### src/rtl/avst_chan_pkg.sv
// Shared types and constants for the Avalon-ST channel adapter family:
// packet FSM states, drop-counter sizing and the default-width beat record.
package avst_chan_pkg;

    typedef enum logic [1:0] {
        IDLE,
        PASS,
        DROP
    } chan_state_e;

    localparam int unsigned                  DROP_CNT_W   = 16;
    localparam logic [DROP_CNT_W-1:0]        DROP_CNT_MAX = '1;

    // Beat layout for the default 8-bit data / 8-bit channel configuration.
    localparam int unsigned BEAT_DATA_W    = 8;
    localparam int unsigned BEAT_CHANNEL_W = 8;

    typedef struct packed {
        logic [BEAT_DATA_W-1:0]    data;
        logic [BEAT_CHANNEL_W-1:0] channel;
        logic                      sop;
        logic                      eop;
    } beat_t;

endpackage

### src/rtl/avst_skid_buffer.sv
// Two-entry Avalon-ST skid buffer with a registered ready (no combinational
// path from out_ready to in_ready) and a registered output payload.
module avst_skid_buffer #(
    parameter int unsigned WIDTH = 8
) (
    input  logic             clk,
    input  logic             reset,
    input  logic             in_valid,
    output logic             in_ready,
    input  logic [WIDTH-1:0] in_data,
    output logic             out_valid,
    input  logic             out_ready,
    output logic [WIDTH-1:0] out_data
);

    logic [WIDTH-1:0] mem_q [2];
    logic [WIDTH-1:0] mem_d [2];
    logic             wr_ptr_q, wr_ptr_d;
    logic             rd_ptr_q, rd_ptr_d;
    logic [1:0]       count_q, count_d;
    logic             ready_q, ready_d;
    logic             push, pop;

    assign in_ready  = ready_q;
    assign out_valid = (count_q != 2'd0);
    assign out_data  = mem_q[rd_ptr_q];
    assign push      = in_valid & ready_q;
    assign pop       = out_valid & out_ready;

    always_comb begin
        // NOTE: every always_comb output gets a default first so no path can infer a latch.
        mem_d    = mem_q;
        wr_ptr_d = wr_ptr_q;
        rd_ptr_d = rd_ptr_q;
        if (push) begin
            mem_d[wr_ptr_q] = in_data;
            wr_ptr_d        = ~wr_ptr_q;
        end
        if (pop) begin
            rd_ptr_d = ~rd_ptr_q;
        end
        count_d = count_q + 2'(push) - 2'(pop);
        // A pop in the same cycle as the filling push is only seen next cycle.
        ready_d = (count_d != 2'd2);
    end

    always_ff @(posedge clk) begin
        if (reset) begin
            // NOTE: the storage is reset too so out_data reads zero after reset; non-blocking throughout.
            mem_q    <= '{default: '0};
            wr_ptr_q <= 1'b0;
            rd_ptr_q <= 1'b0;
            count_q  <= 2'd0;
            ready_q  <= 1'b0;
        end else begin
            mem_q    <= mem_d;
            wr_ptr_q <= wr_ptr_d;
            rd_ptr_q <= rd_ptr_d;
            count_q  <= count_d;
            ready_q  <= ready_d;
        end
    end

endmodule

### src/rtl/avst_channel_mux_adapter.sv
// Avalon-ST channel adapter: maps in_channel + CHANNEL_OFFSET onto a wider
// channel, locks it per packet, drops out-of-range packets. Optional
// protocol checker enabled by macro AVST_PKT_CHECK_EN.
module avst_channel_mux_adapter
    import avst_chan_pkg::*;
#(
    parameter int unsigned DATA_W         = 8,
    parameter int unsigned IN_CHANNEL_W   = 1,
    parameter int unsigned OUT_CHANNEL_W  = 8,
    parameter int unsigned CHANNEL_OFFSET = 0,
    parameter int unsigned MAX_CHANNEL    = 255
) (
    input  logic                     clk,
    input  logic                     reset,
    output logic                     in_ready,
    input  logic                     in_valid,
    input  logic [DATA_W-1:0]        in_data,
    input  logic [IN_CHANNEL_W-1:0]  in_channel,
    input  logic                     in_startofpacket,
    input  logic                     in_endofpacket,
    input  logic                     out_ready,
    output logic                     out_valid,
    output logic [DATA_W-1:0]        out_data,
    output logic [OUT_CHANNEL_W-1:0] out_channel,
    output logic                     out_startofpacket,
    output logic                     out_endofpacket,
    output logic [DROP_CNT_W-1:0]    drop_count
`ifdef AVST_PKT_CHECK_EN
    ,
    output logic                     proto_error
`endif
);

    localparam int unsigned CW = OUT_CHANNEL_W;

    typedef struct packed {
        logic [DATA_W-1:0] data;
        logic [CW-1:0]     channel;
        logic              sop;
        logic              eop;
    } chan_beat_t;

    localparam logic [CW:0] OFFSET_EXT = (CW+1)'(CHANNEL_OFFSET);
    localparam logic [CW:0] MAX_EXT    = (CW+1)'(MAX_CHANNEL);

    chan_state_e             state_q, state_d;
    logic [CW-1:0]           lock_q, lock_d;
    logic [DROP_CNT_W-1:0]   drop_cnt_q, drop_cnt_d;
    logic [CW:0]             mapped;
    logic                    out_of_range;
    logic                    accept, lock_sop, push, buf_ready;
    chan_beat_t              push_beat, buf_out;

    // The carry bit catches offsets that wrap the output channel width.
    assign mapped       = {{(CW+1-IN_CHANNEL_W){1'b0}}, in_channel} + OFFSET_EXT;
    assign out_of_range = mapped[CW] | (mapped > MAX_EXT);

    assign in_ready = ~reset & (buf_ready | (state_q == DROP));
    assign accept   = in_valid & in_ready;

`ifdef AVST_PKT_CHECK_EN
    logic proto_error_q, proto_error_d;
    assign proto_error = proto_error_q;
    assign lock_sop    = in_startofpacket & ((state_q == IDLE) | (state_q == PASS));
    assign proto_error_d = accept & (((state_q == IDLE) & ~in_startofpacket) |
                                     ((state_q == PASS) &  in_startofpacket));
`else
    assign lock_sop    = in_startofpacket & (state_q == IDLE);
`endif

    always_comb begin
        state_d    = state_q;
        lock_d     = lock_q;
        drop_cnt_d = drop_cnt_q;
        push       = 1'b0;
        push_beat  = '{data: in_data, channel: lock_q,
                       sop: in_startofpacket, eop: in_endofpacket};
        if (accept) begin
            if (lock_sop) begin
                if (out_of_range) begin
                    if (drop_cnt_q != DROP_CNT_MAX) drop_cnt_d = drop_cnt_q + 1'b1;
                    state_d = in_endofpacket ? IDLE : DROP;
                end else begin
                    push              = 1'b1;
                    push_beat.channel = mapped[CW-1:0];
                    lock_d            = mapped[CW-1:0];
                    state_d           = in_endofpacket ? IDLE : PASS;
                end
            end else begin
                unique case (state_q)
                    PASS: begin
                        push = 1'b1;
                        if (in_endofpacket) state_d = IDLE;
                    end
                    DROP: if (in_endofpacket) state_d = IDLE;
                    default: ;  // orphan beat in IDLE is discarded
                endcase
            end
        end
    end

    always_ff @(posedge clk) begin
        if (reset) begin
            state_q       <= IDLE;
            lock_q        <= '0;
            drop_cnt_q    <= '0;
`ifdef AVST_PKT_CHECK_EN
            proto_error_q <= 1'b0;
`endif
        end else begin
            state_q       <= state_d;
            lock_q        <= lock_d;
            drop_cnt_q    <= drop_cnt_d;
`ifdef AVST_PKT_CHECK_EN
            proto_error_q <= proto_error_d;
`endif
        end
    end

    assign drop_count = drop_cnt_q;

    avst_skid_buffer #(
        .WIDTH($bits(chan_beat_t))
    ) u_skid (
        .clk      (clk),
        .reset    (reset),
        .in_valid (push),
        .in_ready (buf_ready),
        .in_data  (push_beat),
        .out_valid(out_valid),
        .out_ready(out_ready),
        .out_data (buf_out)
    );

    assign out_data          = buf_out.data;
    assign out_channel       = buf_out.channel;
    assign out_startofpacket = buf_out.sop;
    assign out_endofpacket   = buf_out.eop;

endmodule
### config.mk
export PLATFORM = sky130hd
export DESIGN_NAME = avst_channel_mux_adapter
export DESIGN_NICKNAME = d
export VERILOG_FILES = /design/src/rtl/avst_chan_pkg.sv /design/src/rtl/avst_skid_buffer.sv /design/src/rtl/avst_channel_mux_adapter.sv
export SDC_FILE = /design/constraint.sdc
export NUM_CORES = 1
export LEC_CHECK = 0
export BUFFER_PORTS_ARGS = -buffer_cell sky130_fd_sc_hd__buf_2
export CAP_MARGIN = 20
export CORE_MARGIN = 2
export CORE_UTILIZATION = 59
export CTS_BUF_LIST = sky130_fd_sc_hd__clkbuf_2
export DETAILED_ROUTE_END_ITERATION = 7
export PLACE_DENSITY = 0.87
export REMOVE_ABC_BUFFERS = 1
export SLEW_MARGIN = 25
export SYNTH_ARGS = -nofsm -noshare
export SYNTH_HDL_FRONTEND = slang
export SYNTH_SLANG_ARGS = --single-unit
### constraint.sdc
create_clock -name clk -period 2.8 [get_ports clk]
set_input_delay 0.84 -clock clk [delete_from_list [all_inputs] [get_ports clk]]
set_output_delay 0.84 -clock clk [all_outputs]
set_load 0.005 [all_outputs]
==> PnR_summary.wiki, run 1 <==
{| class="wikitable"
! Metric !! Value
|-
| Setup-violating endpoint count in the final report || 0
|-
| DR vias/cell || 5.65
|-
| CTS clk-pin slew, worst paths || 0.22 ns
|-
| Peak fanout along the critical path || 11
|-
| Clock Path Buffers || 2
|-
| Worst Hold Class || flip-flop to flip-flop
|-
| Area taken by flip-flops and latches || 1000 um2
|-
| Port bufs || 34
|-
| Max Slew Vio Count || 0
|-
| Critical Path Sink Type || output pin
|-
| Slowest stage delay, CP || 0.38 ns
|-
| Max VDD drop || 381 uV
|-
| Resized cells post-CTS || 0
|-
| Antenna violations before repair || 0
|-
| Cell family contributing the most delay on the critical path || flip-flops
|-
| Total congestion overflow || 0
|-
| TritonCTS clock tree || yes
|-
| Routed length on met2 || 2060 um
|-
| Cts-stage hold buffer count || 0
|-
| Pin count of the biggest net entering global routing || 26
|-
| Area delta synth->final || 7.37%
|-
| Share of synthesized cell area in full adder, half adder and majority cells || 0.00580
|-
| Average wire per cell in the routed design || 14.3 um
|-
| Share of cells above drive strength 1 || 0.260
|-
| Met1 wire length || 1930 um
|-
| Clock power frac || 0.199
|-
| Final TNS setup || 0 ns
|-
| Final cell utilization of the core || 0.678
|-
| Fraction of power consumed by sequential logic || 0.568
|-
| Top cells by area in the synthesized netlist || sky130_fd_sc_hd__dfxtp_1, sky130_fd_sc_hd__mux2_2, sky130_fd_sc_hd__a21oi_1
|-
| Slowest cell on the critical path || sky130_fd_sc_hd__dfxtp_1
|-
| Ant. Diodes || 0
|-
| Num ports || 51
|-
| Site Rows || 21
|-
| Post-CTS Setup Inserts || 0
|-
| NetSw || 0.428 mW
|-
| Total Power || 1.37 mW
|-
| Type of element launching the critical path || flip-flop
|-
| Starting utilization of the core area || 0.632
|-
| Mapped Cells || 227
|-
| Drc violations || 0
|-
| Slew of the pin with the lowest slew margin || 0.706 ns
|-
| Combined area of all synthesized cells || 2160 um2
|-
| Power density normalized to cell area || 593 nW/um2
|-
| Final Wtd Congestion || 0.803
|-
| Status || finished, final reports clean
|-
| Cell internal power dissipation || 0.946 mW
|-
| Sequential cell area fraction in the yosys report || 0.464
|-
| Xor and xnor fraction of the mapped netlist area || 0.00812
|-
| Endpoint required time on the critical path || 1.96 ns
|-
| Layout filler cell count || 292
|-
| Clk Tree Root Cell || sky130_fd_sc_hd__clkbuf_2
|-
| EDFF count, synth || 0
|-
| Remaining max-slew budget at the tightest pin || 0.528
|-
| Post-route clock skew || 0.00872 ns
|-
| Vias || 1696
|-
| Total count of hold-check failures in the final report || 0
|-
| Number of violations reported at the end of detailed-routing iteration 0 || 155
|-
| Share of synthesized flip-flops with an asynchronous set or reset || 0
|-
| Core footprint || 3420 um2
|-
| Netlist cell types || 36
|-
| R2R cell count || 3
|-
| Yosys warnings || 0
|-
| Via count of the first global-routing pass || 1468
|-
| Dpl cell area || 2280 um2
|-
| DP Wirelength || 2950 um
|-
| Post-route design area || 2320 um2
|-
| Power share of the combinational group || 0.232
|-
| DRT Wirelength || 4290 um
|-
| Die outline area || 4160 um2
|-
| Total routing resource utilization after global routing || 0.221
|-
| Avg Inst Size Synth || 9.50 um2
|-
| Total clock sinks || 50
|-
| Switching Fraction || 0.312
|-
| Maxcap violations || 0
|-
| Arrival time of data at the critical path endpoint || 1.51 ns
|-
| Maximum level of the CTS H-tree || 2
|-
| Worst hold stages || 2
|-
| Max Clk Rate || 425 MHz
|-
| Number of CTS-inserted buffers || 5
|-
| Die extent in x || 64.5 um
|-
| Worst-Skew Late Latency || 0.43 ns
|-
| Post-synth top cells || sky130_fd_sc_hd__dfxtp_1, sky130_fd_sc_hd__a21oi_1, sky130_fd_sc_hd__o21ai_0, sky130_fd_sc_hd__nand3_1, sky130_fd_sc_hd__mux2_2
|-
| Y dimension of the die || 64.5 um
|-
| Crit path buf inv count || 2
|-
| Crit path time final || 2.35 ns
|-
| Cell breakdown of the critical path || buf_4 > mux2_2 > buf_2
|-
| Top flip-flop cell by instance count after synthesis || sky130_fd_sc_hd__dfxtp_1
|-
| Area used by multi-input combinational logic || 1000 um2
|-
| Reported leakage power || 0.997 nW
|-
| Share of the synthesized area in compound gates (AO/OA/AOI/OAI) || 0.205
|-
| Count of antenna-violating nets left after detailed routing || 0
|-
| Highest signal layer in the routed design || met4
|-
| NumNets Final || 270
|-
| Main combinational cell family by area after synthesis || compound AO/OA/AOI/OAI gates
|-
| Met3 wirelength from detailed routing || 261 um
|-
| Post-route clock period utilization || 0.840
|-
| RSZ-0062 raised after global routing || no
|-
| Share of Yosys cell area claimed by the top area cell type || 0.464
|-
| Number of iterations in the first detailed-routing pass || 4
|-
| Worst setup path class || flip-flop to output pin
|-
| Most common cell in the synthesized netlist || sky130_fd_sc_hd__dfxtp_1
|-
| Yosys top cell by area || sky130_fd_sc_hd__dfxtp_1
|-
| #FFs+latches synth || 50
|-
| Post-synthesis share of cell area spent on and, or, nand and nor gates || 0.114
|-
| Multiplexer area fraction after synthesis || 0.103
|-
| Stages on the worst setup path || 3
|-
| Global-route wire length before repair || 7000 um
|}
## cell type report
type	instances	area share
clock buffer	6	0.0130
clock inverter	1	0.00324
inverter	3	0.00486
multi-input combinational	155	0.432
sequential	50	0.432
tap	46	0.0249
timing repair buffer	39	0.0897
## worst register-to-register path: stages, from the launching register on
cell and delay, ns:
sky130_fd_sc_hd__dfxtp_1 0.59, sky130_fd_sc_hd__o21a_1 0.42, sky130_fd_sc_hd__a21oi_1 0.27, sky130_fd_sc_hd__a22o_1 0.30
## layer usage
| layer | vias up | global-route usage |
|---|---|---|
| li1 | 843 | - |
| met1 | 794 | 0.294 |
| met2 | 54 | 0.346 |
| met3 | 5 | 0.0469 |
| met4 | 0 | 0.104 |
| met5 | - | 0 |
## sequential cells by signal (all words and copies together), names as in the netlist
signal           flops
u_skid.mem_q        36
u_skid.wr_ptr_q      1
u_skid.rd_ptr_q      1
u_skid.count_q       2
state_q              1
u_skid.in_ready      1
lock_q               8
## metrics by stage
stage	hold WS, ns	worst slack (ns)	instances
finish	0.490	0.447	300
global route	0.523	0.362	300
CTS	0.491	0.432	300
detailed placement	0.460	0.621	293
global placement	0.452	0.671	293
floorplan	0.438	0.854	208
## power groups by stage
stage          Combinational (mW)  Sequential (mW)  Clock [mW]
2_1_floorplan               0.182            0.808           0
3_3_place_gp                0.307            0.789           0
3_5_place_dp                0.316            0.792           0
4_1_cts                     0.320            0.780       0.280
5_1_grt                     0.350            0.785       0.313
6_report                    0.319            0.781       0.274
## cell usage in the layout, fill, tap and decap left out
master,n
sky130_fd_sc_hd__nand2_1,2
sky130_fd_sc_hd__o21bai_1,2
sky130_fd_sc_hd__a32oi_1,1
sky130_fd_sc_hd__and3_1,9
sky130_fd_sc_hd__o21a_1,3
sky130_fd_sc_hd__clkbuf_2,6
sky130_fd_sc_hd__mux2i_1,2
sky130_fd_sc_hd__conb_1,16
sky130_fd_sc_hd__mux2_2,18
sky130_fd_sc_hd__nand3b_1,1
sky130_fd_sc_hd__buf_2,34
sky130_fd_sc_hd__clkinvlp_4,1
sky130_fd_sc_hd__nor4_1,1
sky130_fd_sc_hd__xnor2_1,1
sky130_fd_sc_hd__nand4_1,1
sky130_fd_sc_hd__or2_2,1
sky130_fd_sc_hd__ha_1,1
sky130_fd_sc_hd__a311oi_1,2
sky130_fd_sc_hd__xor2_1,1
sky130_fd_sc_hd__a211oi_1,2
sky130_fd_sc_hd__nand4b_1,1
sky130_fd_sc_hd__o21ba_2,1
sky130_fd_sc_hd__nand3_1,19
sky130_fd_sc_hd__dfxtp_1,50
sky130_fd_sc_hd__buf_4,5
sky130_fd_sc_hd__a22o_1,14
sky130_fd_sc_hd__nor2_1,4
sky130_fd_sc_hd__inv_1,3
sky130_fd_sc_hd__o21ai_1,1
sky130_fd_sc_hd__nor2b_1,1
sky130_fd_sc_hd__nor3_1,2
sky130_fd_sc_hd__and3b_1,1
sky130_fd_sc_hd__nand2b_1,1
sky130_fd_sc_hd__a21oi_1,25
sky130_fd_sc_hd__and2_1,1
sky130_fd_sc_hd__o21ai_0,20
## kinds of logic after synthesis
group / after synthesis
fa+ha+maj: 1
buf+inv: 37
xor+xnor: 2
compound gates: 71
other cells: 1
flops: 50
mux: 20
simple gates: 45
## path summary, 6_finish.rpt
| kind | from | to | slack (ns) |
|---|---|---|---|
| max | u_skid.rd_ptr_q | out_endofpacket | 0.45 |
| min | u_skid.mem_q[15] | u_skid.mem_q[15] | 0.49 |
| max reg2reg | state_q[0] | u_skid.mem_q[4] | 1.14 |
| min reg2reg | u_skid.mem_q[15] | u_skid.mem_q[15] | 0.49 |
Note: power is estimated with default switching activity, not from simulation.
==> run 2, diff against run 1 <==
--- a/config.mk
+++ b/config.mk
@@ -8,10 +8,10 @@
 export BUFFER_PORTS_ARGS = -buffer_cell sky130_fd_sc_hd__buf_2
 export CAP_MARGIN = 20
 export CORE_MARGIN = 2
-export CORE_UTILIZATION = 59
+export CORE_UTILIZATION = 55
 export CTS_BUF_LIST = sky130_fd_sc_hd__clkbuf_2
 export DETAILED_ROUTE_END_ITERATION = 7
-export PLACE_DENSITY = 0.87
+export PLACE_DENSITY = 0.81
 export REMOVE_ABC_BUFFERS = 1
 export SLEW_MARGIN = 25
 export SYNTH_ARGS = -nofsm -noshare
==> constraint.sdc (replaced) <==
create_clock -name clk -period 2.24 [get_ports clk]
set_input_delay 0.672 -clock clk [delete_from_list [all_inputs] [get_ports clk]]
set_output_delay 0.672 -clock clk [all_outputs]
set_load 0.005 [all_outputs]
==> run 2 against run 1 <==
Against the previous run: worst hold slack worse by 0.071 ns; first-iteration DRC count down 34%; non-clock buffer count grew 5; register-to-register slack worse by 0.40 ns; clock power grew 72%; power grew 35%; sequential share of layout area fell by 1.3 points.
==> PnR_summary.wiki, run 2 (synthesis results as in run 1) <==
{| class="wikitable"
! Metric !! Value
|-
| Status || finished, final reports clean
|-
| Switching Fraction || 0.297 (-0.0145)
|-
| Antenna violations before repair || 0 (unchanged)
|-
| Clk Tree Root Cell || sky130_fd_sc_hd__clkbuf_2
|-
| Area delta synth->final || 10.8%
|-
| Core footprint || 3720 um2 (+8.8%)
|-
| DRT Wirelength || 4370 um (+1.9%)
|-
| Average wire per cell in the routed design || 14.2 um (-0.76%)
|-
| Slew of the pin with the lowest slew margin || 0.551 ns (-0.155 ns)
|-
| TritonCTS clock tree || yes
|-
| Total Power || 1.86 mW (+35%)
|-
| Number of violations reported at the end of detailed-routing iteration 0 || 103 (-34%)
|-
| Worst hold slack || 0.419 ns (-0.0711 ns)
|-
| Power share of the combinational group || 0.223 (-0.009)
|-
| Worst hold stages || 2 (unchanged)
|-
| Cell internal power dissipation || 1.31 mW (+38%)
|-
| NumNets Final || 275 (+1.9%)
|-
| Endpoint required time on the critical path || 1.57 ns (-0.39 ns)
|-
| Global-route wire length before repair || 7000 um (unchanged)
|-
| Die outline area || 4440 um2 (+6.8%)
|-
| Clock Path Buffers || 2 (unchanged)
|-
| Number of iterations in the first detailed-routing pass || 4 (unchanged)
|-
| Number of CTS-inserted buffers || 5 (unchanged)
|-
| Reg2Reg Setup Slack || 0.74 ns (-0.40 ns)
|-
| DR vias/cell || 5.67 (+0.22%)
|-
| NetSw || 0.552 mW (+29%)
|-
| Post-route design area || 2390 um2 (+3.2%)
|-
| Setup-violating endpoint count in the final report || 0 (unchanged)
|-
| Count of antenna-violating nets left after detailed routing || 0 (unchanged)
|-
| Max Slew Vio Count || 0 (unchanged)
|-
| Power density normalized to cell area || 777 nW/um2 (+31%)
|-
| Site Rows || 22 (+4.8%)
|-
| Post-CTS Setup Inserts || 0 (unchanged)
|-
| Max Clk Rate || 466 MHz
|-
| Crit path setup slack, layout || 0.0930 ns (-0.354 ns)
|-
| Area used by multi-input combinational logic || 1000 um2 (unchanged)
|-
| Starting utilization of the core area || 0.580 (-0.0510)
|-
| Worst-Skew Late Latency || 0.42 ns (about the same)
|-
| Final Wtd Congestion || 0.797 (-0.65%)
|-
| Leading cell type in the layout, fill and taps excluded || sky130_fd_sc_hd__dfxtp_1
|-
| Maximum level of the CTS H-tree || 2 (unchanged)
|-
| Remaining max-slew budget at the tightest pin || 0.630 (+0.102)
|-
| Worst setup slack before clock tree synthesis || 0.433 ns (-0.188 ns)
|-
| Cell Count, Final, Fillers Out || 308 (+2.7%)
|-
| Total count of hold-check failures in the final report || 0 (unchanged)
|-
| Peak fanout along the critical path || 9 (-2)
|-
| Type of element launching the critical path || flip-flop
|-
| Num ports || 51 (unchanged)
|-
| RSZ-0062 raised after global routing || no
|-
| Fraction of power consumed by sequential logic || 0.524 (-0.044)
|-
| Largest register by flop count || u_skid.mem_q
|-
| Y dimension of the die || 66.6 um (+3.4%)
|-
| Post-route clock skew || 0.0184 ns (+0.00972 ns)
|-
| Critical Path Sink Type || output pin
|-
| Via count of the first global-routing pass || 1510 (+2.9%)
|-
| Max reg flops || 36 (unchanged)
|-
| Arrival time of data at the critical path endpoint || 1.47 ns (-0.04 ns)
|-
| CTS clk-pin slew, worst paths || 0.25 ns (+0.03 ns)
|-
| Post-route clock period utilization || 0.958
|-
| Share of cells above drive strength 1 || 0.281 (+0.0209)
|-
| Final TNS setup || 0 ns (unchanged)
|-
| Max VDD drop || 414 uV (+8.7%)
|-
| Port bufs || 34 (unchanged)
|-
| Reg-to-reg critical path startpoint || state_q[0]
|-
| Endpoint of the worst register-to-register path || u_skid.mem_q[22]
|-
| Launch instance of the worst min-delay path || in_endofpacket
|-
| Ant. Diodes || 0 (unchanged)
|-
| Layout filler cell count || 332 (+14%)
|-
| Maxcap violations || 0 (unchanged)
|-
| Drc violations || 0 (unchanged)
|-
| Worst setup path class || flip-flop to output pin
|-
| Pin count of the biggest net entering global routing || 23 (-12%)
|-
| Top library cells by usage in the layout, fill and taps aside || sky130_fd_sc_hd__dfxtp_1, sky130_fd_sc_hd__buf_2, sky130_fd_sc_hd__a21oi_1, sky130_fd_sc_hd__o21ai_0, sky130_fd_sc_hd__nand3_1
|-
| Hold Path Sink || state_q[0]
|-
| Largest registers in the final layout || u_skid.mem_q: 36 flops, lock_q: 8 flops, u_skid.count_q: 2 flops
|-
| Worst Hold Class || input pin to flip-flop
|-
| Cell total after placement || 300 (+2.4%)
|-
| Area taken by flip-flops and latches || 1000 um2 (+0.12%)
|-
| Final cell utilization of the core || 0.643 (-0.0349)
|-
| Total routing resource utilization after global routing || 0.207 (-0.0144)
|-
| Reported leakage power || 1.03 nW (+3.6%)
|-
| R2R cell count || 4 (+1)
|-
| Clock power frac || 0.254 (+0.055)
|-
| Die extent in x || 66.6 um (+3.4%)
|-
| Total clock sinks || 50 (unchanged)
|-
| Vias || 1745 (+2.9%)
|-
| DP Wirelength || 2950 um (-0.17%)
|-
| Dpl cell area || 2320 um2 (+1.8%)
|-
| Crit path time final || 2.15 ns
|-
| Total congestion overflow || 0 (unchanged)
|}
## run 2: area by class of cell
| cell class | count | share of cell area |
|---|---|---|
| flip-flops and latches | 50 | 0.419 |
| multi-input cells | 155 | 0.419 |
| repair buffers | 44 | 0.103 |
| well taps | 48 | 0.0251 |
| clock inverters | 3 | 0.0188 |
| clock buffers | 5 | 0.0105 |
| inverters | 3 | 0.00471 |
## run 2: what timing repair did
action | in CTS | in global routing
resized for setup | 0 | 1
hold buffers | 0 | 0
setup endpoints to repair | 0 | 9
## run 2: worst max-delay path by stage
stage	from	end	slack (ns)	cells after the start
floorplan	reset	u_skid.mem_q[21]	0.46	3
CTS	u_skid.rd_ptr_q	out_channel[5]	0.06	3
detailed placement	reset	u_skid.mem_q[22]	0.43	4
global placement	reset	u_skid.mem_q[23]	0.45	4
finish	u_skid.rd_ptr_q	out_data[0]	0.09	3
global route	u_skid.rd_ptr_q	out_data[1]	0.006	3
## run 2: power by group through the flow
| stage | clock network (mW) | logic (mW) | registers [mW] |
|---|---|---|---|
| detailed placement | 0 | 0.410 | 0.989 |
| global route | 0.514 | 0.452 | 0.982 |
| global placement | 0 | 0.406 | 0.988 |
| CTS | 0.478 | 0.412 | 0.971 |
| finish | 0.471 | 0.414 | 0.973 |
| floorplan | 0 | 0.228 | 1.01 |
## run 2: worst max-delay path: stages (launching register included)
cell and delay [ns]:
sky130_fd_sc_hd__dfxtp_2 0.38, sky130_fd_sc_hd__buf_4 0.18, sky130_fd_sc_hd__mux2_2 0.36, sky130_fd_sc_hd__buf_2 0.13
## run 2: per-layer routing
metal | vias to the layer above | global-route usage | routed length, um
met5 | - | 0 | 0
met4 | 0 | 0.0842 | 82
met3 | 8 | 0.0439 | 201
met2 | 52 | 0.310 | 2090
met1 | 829 | 0.289 | 2000
li1 | 856 | - | -
==> run 3, diff against run 2 <==
--- a/config.mk
+++ b/config.mk
@@ -5,13 +5,16 @@
 export SDC_FILE = /design/constraint.sdc
 export NUM_CORES = 1
 export LEC_CHECK = 0
+export ABC_AREA = 1
 export BUFFER_PORTS_ARGS = -buffer_cell sky130_fd_sc_hd__buf_2
 export CAP_MARGIN = 20
 export CORE_MARGIN = 2
-export CORE_UTILIZATION = 55
+export CORE_UTILIZATION = 56
 export CTS_BUF_LIST = sky130_fd_sc_hd__clkbuf_2
+export CTS_CLUSTER_DIAMETER = 40
 export DETAILED_ROUTE_END_ITERATION = 7
-export PLACE_DENSITY = 0.81
+export MAX_ROUTING_LAYER = met4
+export PLACE_DENSITY = 0.82
 export REMOVE_ABC_BUFFERS = 1
 export SLEW_MARGIN = 25
 export SYNTH_ARGS = -nofsm -noshare
==> run 3 against run 2 <==
Against the previous run: sequential share of layout area fell by 2.8 points; synthesized cell count grew 56%; largest cell class is now multi-input gates; critical endpoint is now out_data[1]; combinational power rose by 11%; critical path depth increased by 2; setup slack gained 0.11 ns; first-iteration DRC count increased by 15%; cell count is 42% higher.
==> PnR_summary.wiki, run 3 <==
{| class="wikitable"
! Metric !! Value
|-
| Share of cells above drive strength 1 || 0.147 (-0.133)
|-
| Final TNS setup || 0 ns (unchanged)
|-
| Top flip-flop cell by instance count after synthesis || sky130_fd_sc_hd__dfxtp_1
|-
| Leading cell type in the layout, fill and taps excluded || sky130_fd_sc_hd__nand2_1
|-
| Top cells by area in the synthesized netlist || sky130_fd_sc_hd__dfxtp_1, sky130_fd_sc_hd__nand2_1, sky130_fd_sc_hd__nor2_1
|-
| Port bufs || 34 (unchanged)
|-
| Final Wtd Congestion || 0.819 (+2.7%)
|-
| Worst Hold Class || flip-flop to flip-flop
|-
| Source of the critical timing path || u_skid.rd_ptr_q
|-
| Post-route clock skew || 0.0149 ns (-0.00350 ns)
|-
| Cell type with the highest occurrence count on the critical path || sky130_fd_sc_hd__nand2_1
|-
| Reg2Reg Setup Slack || 0.81 ns (+0.07 ns)
|-
| Num ports || 51 (unchanged)
|-
| Area delta synth->final || 8.50%
|-
| Worst hold stages || 2 (unchanged)
|-
| Clock Path Buffers || 2 (unchanged)
|-
| Number of iterations in the first detailed-routing pass || 4 (unchanged)
|-
| Endpoint required time on the critical path || 1.57 ns (about the same)
|-
| Antenna violations before repair || 0 (unchanged)
|-
| Core footprint || 4030 um2 (+8.4%)
|-
| Total routing resource utilization after global routing || 0.216 (+0.00913)
|-
| Count of antenna-violating nets left after detailed routing || 0 (unchanged)
|-
| Die extent in x || 68.9 um (+3.4%)
|-
| Cts-stage hold buffer count || 0 (unchanged)
|-
| Hold Path Sink || u_skid.mem_q[1]
|-
| Reported leakage power || 1.34 nW (+30%)
|-
| NumNets Final || 402 (+46%)
|-
| Critical Path Sink Type || output pin
|-
| Type of element launching the critical path || flip-flop
|-
| Yosys warnings || 0 (unchanged)
|-
| Y dimension of the die || 68.9 um (+3.4%)
|-
| Die outline area || 4740 um2 (+6.8%)
|-
| Max Slew Vio Count || 0 (unchanged)
|-
| Final cell utilization of the core || 0.634 (-0.00863)
|-
| Launch instance of the worst min-delay path || u_skid.mem_q[1]
|-
| Share of Yosys cell area claimed by the top area cell type || 0.425 (-0.0392)
|-
| Mapped Cells || 355 (+56%)
|-
| Number of CTS-inserted buffers || 5 (unchanged)
|-
| Largest registers in the final layout || u_skid.mem_q: 36 flops, lock_q: 8 flops, u_skid.count_q: 2 flops
|-
| Share of synthesized flip-flops with an asynchronous set or reset || 0 (unchanged)
|-
| Drc violations || 0 (unchanged)
|-
| Pin count of the biggest net entering global routing || 29 (+26%)
|-
| Power density normalized to cell area || 759 nW/um2 (-2.3%)
|-
| Arrival time of data at the critical path endpoint || 1.37 ns (-0.10 ns)
|-
| DP Wirelength || 3210 um (+9.0%)
|-
| Crit path time final || 2.04 ns (-0.107 ns)
|-
| Total congestion overflow || 0 (unchanged)
|-
| Slowest cell on the critical path || sky130_fd_sc_hd__dfxtp_1
|-
| R2R cell count || 6 (+2)
|-
| Max reg flops || 36 (unchanged)
|-
| Max VDD drop || 466 uV (+13%)
|-
| Starting utilization of the core area || 0.585 (+0.00431)
|-
| Cell breakdown of the critical path || buf_4 > inv_4 > nand2_1 > nand2_1 > buf_2
|-
| Total clock sinks || 50 (unchanged)
|-
| Via count of the first global-routing pass || 1699 (+13%)
|-
| Site Rows || 23 (+4.5%)
|-
| Post-CTS Setup Inserts || 0 (unchanged)
|-
| Sequential cell area fraction in the yosys report || 0.425 (-0.0392)
|-
| CTS clk-pin slew, worst paths || 0.24 ns (about the same)
|-
| Area taken by flip-flops and latches || 1000 um2 (-0.12%)
|-
| Post-synth top cells || sky130_fd_sc_hd__nand2_1, sky130_fd_sc_hd__nor2_1, sky130_fd_sc_hd__dfxtp_1, sky130_fd_sc_hd__inv_1, sky130_fd_sc_hd__buf_4
|-
| Top library cells by usage in the layout, fill and taps aside || sky130_fd_sc_hd__nand2_1, sky130_fd_sc_hd__nor2_1, sky130_fd_sc_hd__dfxtp_1, sky130_fd_sc_hd__buf_2, sky130_fd_sc_hd__inv_1
|-
| #FFs+latches synth || 50 (unchanged)
|-
| Ant. Diodes || 0 (unchanged)
|-
| Reg-to-reg critical path startpoint || u_skid.in_ready
|-
| Maximum level of the CTS H-tree || 2 (unchanged)
|-
| Avg Inst Size Synth || 6.64 um2 (-30%)
|-
| Netlist cell types || 25 (-31%)
|-
| Setup-violating endpoint count in the final report || 0 (unchanged)
|-
| Vias || 2076 (+19%)
|-
| Most common cell in the synthesized netlist || sky130_fd_sc_hd__nand2_1
|-
| EDFF count, synth || 0 (unchanged)
|-
| Worst-Skew Late Latency || 0.45 ns (+0.03 ns)
|-
| Worst hold slack || 0.484 ns (+0.0654 ns)
|-
| Average wire per cell in the routed design || 10.2 um (-28%)
|-
| Maxcap violations || 0 (unchanged)
|-
| Number of violations reported at the end of detailed-routing iteration 0 || 118 (+15%)
|-
| DRT Wirelength || 4460 um (+2.0%)
|-
| Largest register by flop count || u_skid.mem_q
|-
| Layout filler cell count || 371 (+12%)
|-
| RSZ-0062 raised after global routing || no
|-
| Total Power || 1.94 mW (+4.5%)
|-
| Crit path buf inv count || 3 (+1)
|-
| Clk Tree Root Cell || sky130_fd_sc_hd__clkbuf_2
|-
| Total count of hold-check failures in the final report || 0 (unchanged)
|-
| Area used by multi-input combinational logic || 1070 um2 (+6.7%)
|-
| Max Clk Rate || 490 MHz (+5.3%)
|-
| Status || finished, final reports clean
|-
| Worst setup path class || flip-flop to output pin
|-
| Peak fanout along the critical path || 16 (+7)
|-
| Global-route wire length before repair || 7430 um (+6.2%)
|-
| Combined area of all synthesized cells || 2360 um2 (+9.2%)
|-
| Post-route clock period utilization || 0.911 (-0.0479)
|-
| Slowest stage delay, CP || 0.38 ns (about the same)
|-
| Cell family contributing the most delay on the critical path || buffers and inverters
|-
| DR vias/cell || 4.75 (-16%)
|-
| Endpoint of the worst register-to-register path || u_skid.mem_q[18]
|-
| Yosys top cell by area || sky130_fd_sc_hd__dfxtp_1
|-
| TritonCTS clock tree || yes
|}
-- run 3: changes by cell type in the layout (fill, tap and decap cells not counted), moves of 14 or more --
cell / before / now
sky130_fd_sc_hd__nand2_1: 2 / 116
sky130_fd_sc_hd__nor2_1: 4 / 71
sky130_fd_sc_hd__inv_1: 3 / 32
sky130_fd_sc_hd__mux2_2: 18 / 0
sky130_fd_sc_hd__a21oi_1: 25 / 10
sky130_fd_sc_hd__a22o_1: 14 / 0
-- run 3: area by class of cell --
| cell class | instances | share of cell area |
|---|---|---|
| Sequential cell | 50 | 0.392 |
| Multi-Input combinational cell | 254 | 0.418 |
| Timing Repair Buffer | 40 | 0.0842 |
| Tap cell | 50 | 0.0245 |
| Clock inverter | 3 | 0.0176 |
| Clock buffer | 5 | 0.00979 |
| Inverter | 35 | 0.0543 |
-- run 3: how the worst max path moves through the flow --
stage	endpoint	slack, ns	cells after the start
3_5_place_dp	u_skid.mem_q[18]	0.21	8
2_1_floorplan	u_skid.mem_q[0]	0.25	6
4_1_cts	out_data[1]	0.06	5
6_report	out_data[1]	0.20	5
5_1_grt	out_data[5]	0.08	5
3_3_place_gp	u_skid.mem_q[31]	0.27	8
-- run 3: logic make-up after synthesis --
kind of cell / share of synthesized area
AND/OR/NAND/NOR: 0.357
buffers and inverters: 0.146
flip-flops: 0.425
AO/OA/AOI/OAI: 0.0659
adder cells (fa/ha/maj): 0.00531
other: 0.00159
-- run 3: routing by layer --
metal  track usage  vias to the layer above  part of all wire
li1              -                     1101                 -
met1         0.284                      898              0.46
met2         0.329                       71              0.47
met3        0.0292                        6             0.058
met4         0.105                        0             0.015
met5             -                        -                 0
-- run 3: worst min-delay path, cell delays in order (launching register included) --
cell                      delay, ns
sky130_fd_sc_hd__dfxtp_1       0.37
sky130_fd_sc_hd__nand3_1       0.07
sky130_fd_sc_hd__nand2_1       0.04
-- run 3: report_power, final --
| part | switching (mW) | internal (mW) | total (mW) |
|---|---|---|---|
| Clock | 0.299 | 0.187 | 0.486 |
| Combinational | 0.297 | 0.162 | 0.459 |
| Sequential | 0.0370 | 0.959 | 0.996 |
| Total | 0.633 | 1.31 | 1.94 |
-- run 3: stage by stage --
| stage | setup slack, ns | cell area [um2] | std cells |
|---|---|---|---|
| after floorplan | 0.246 | 2210 | 339 |
| after global placement | 0.274 | 2480 | 429 |
| after detailed placement | 0.215 | 2480 | 429 |
| after CTS | 0.0594 | 2550 | 437 |
| after global routing | 0.0754 | 2560 | 437 |
| final | 0.200 | 2560 | 437 |
-- run 3: repair_timing --
| action | in CTS | in global routing |
|---|---|---|
| gates resized for setup | 1 | 1 |
| setup endpoints to repair | 9 | 9 |
| gates cloned | 0 | 0 |
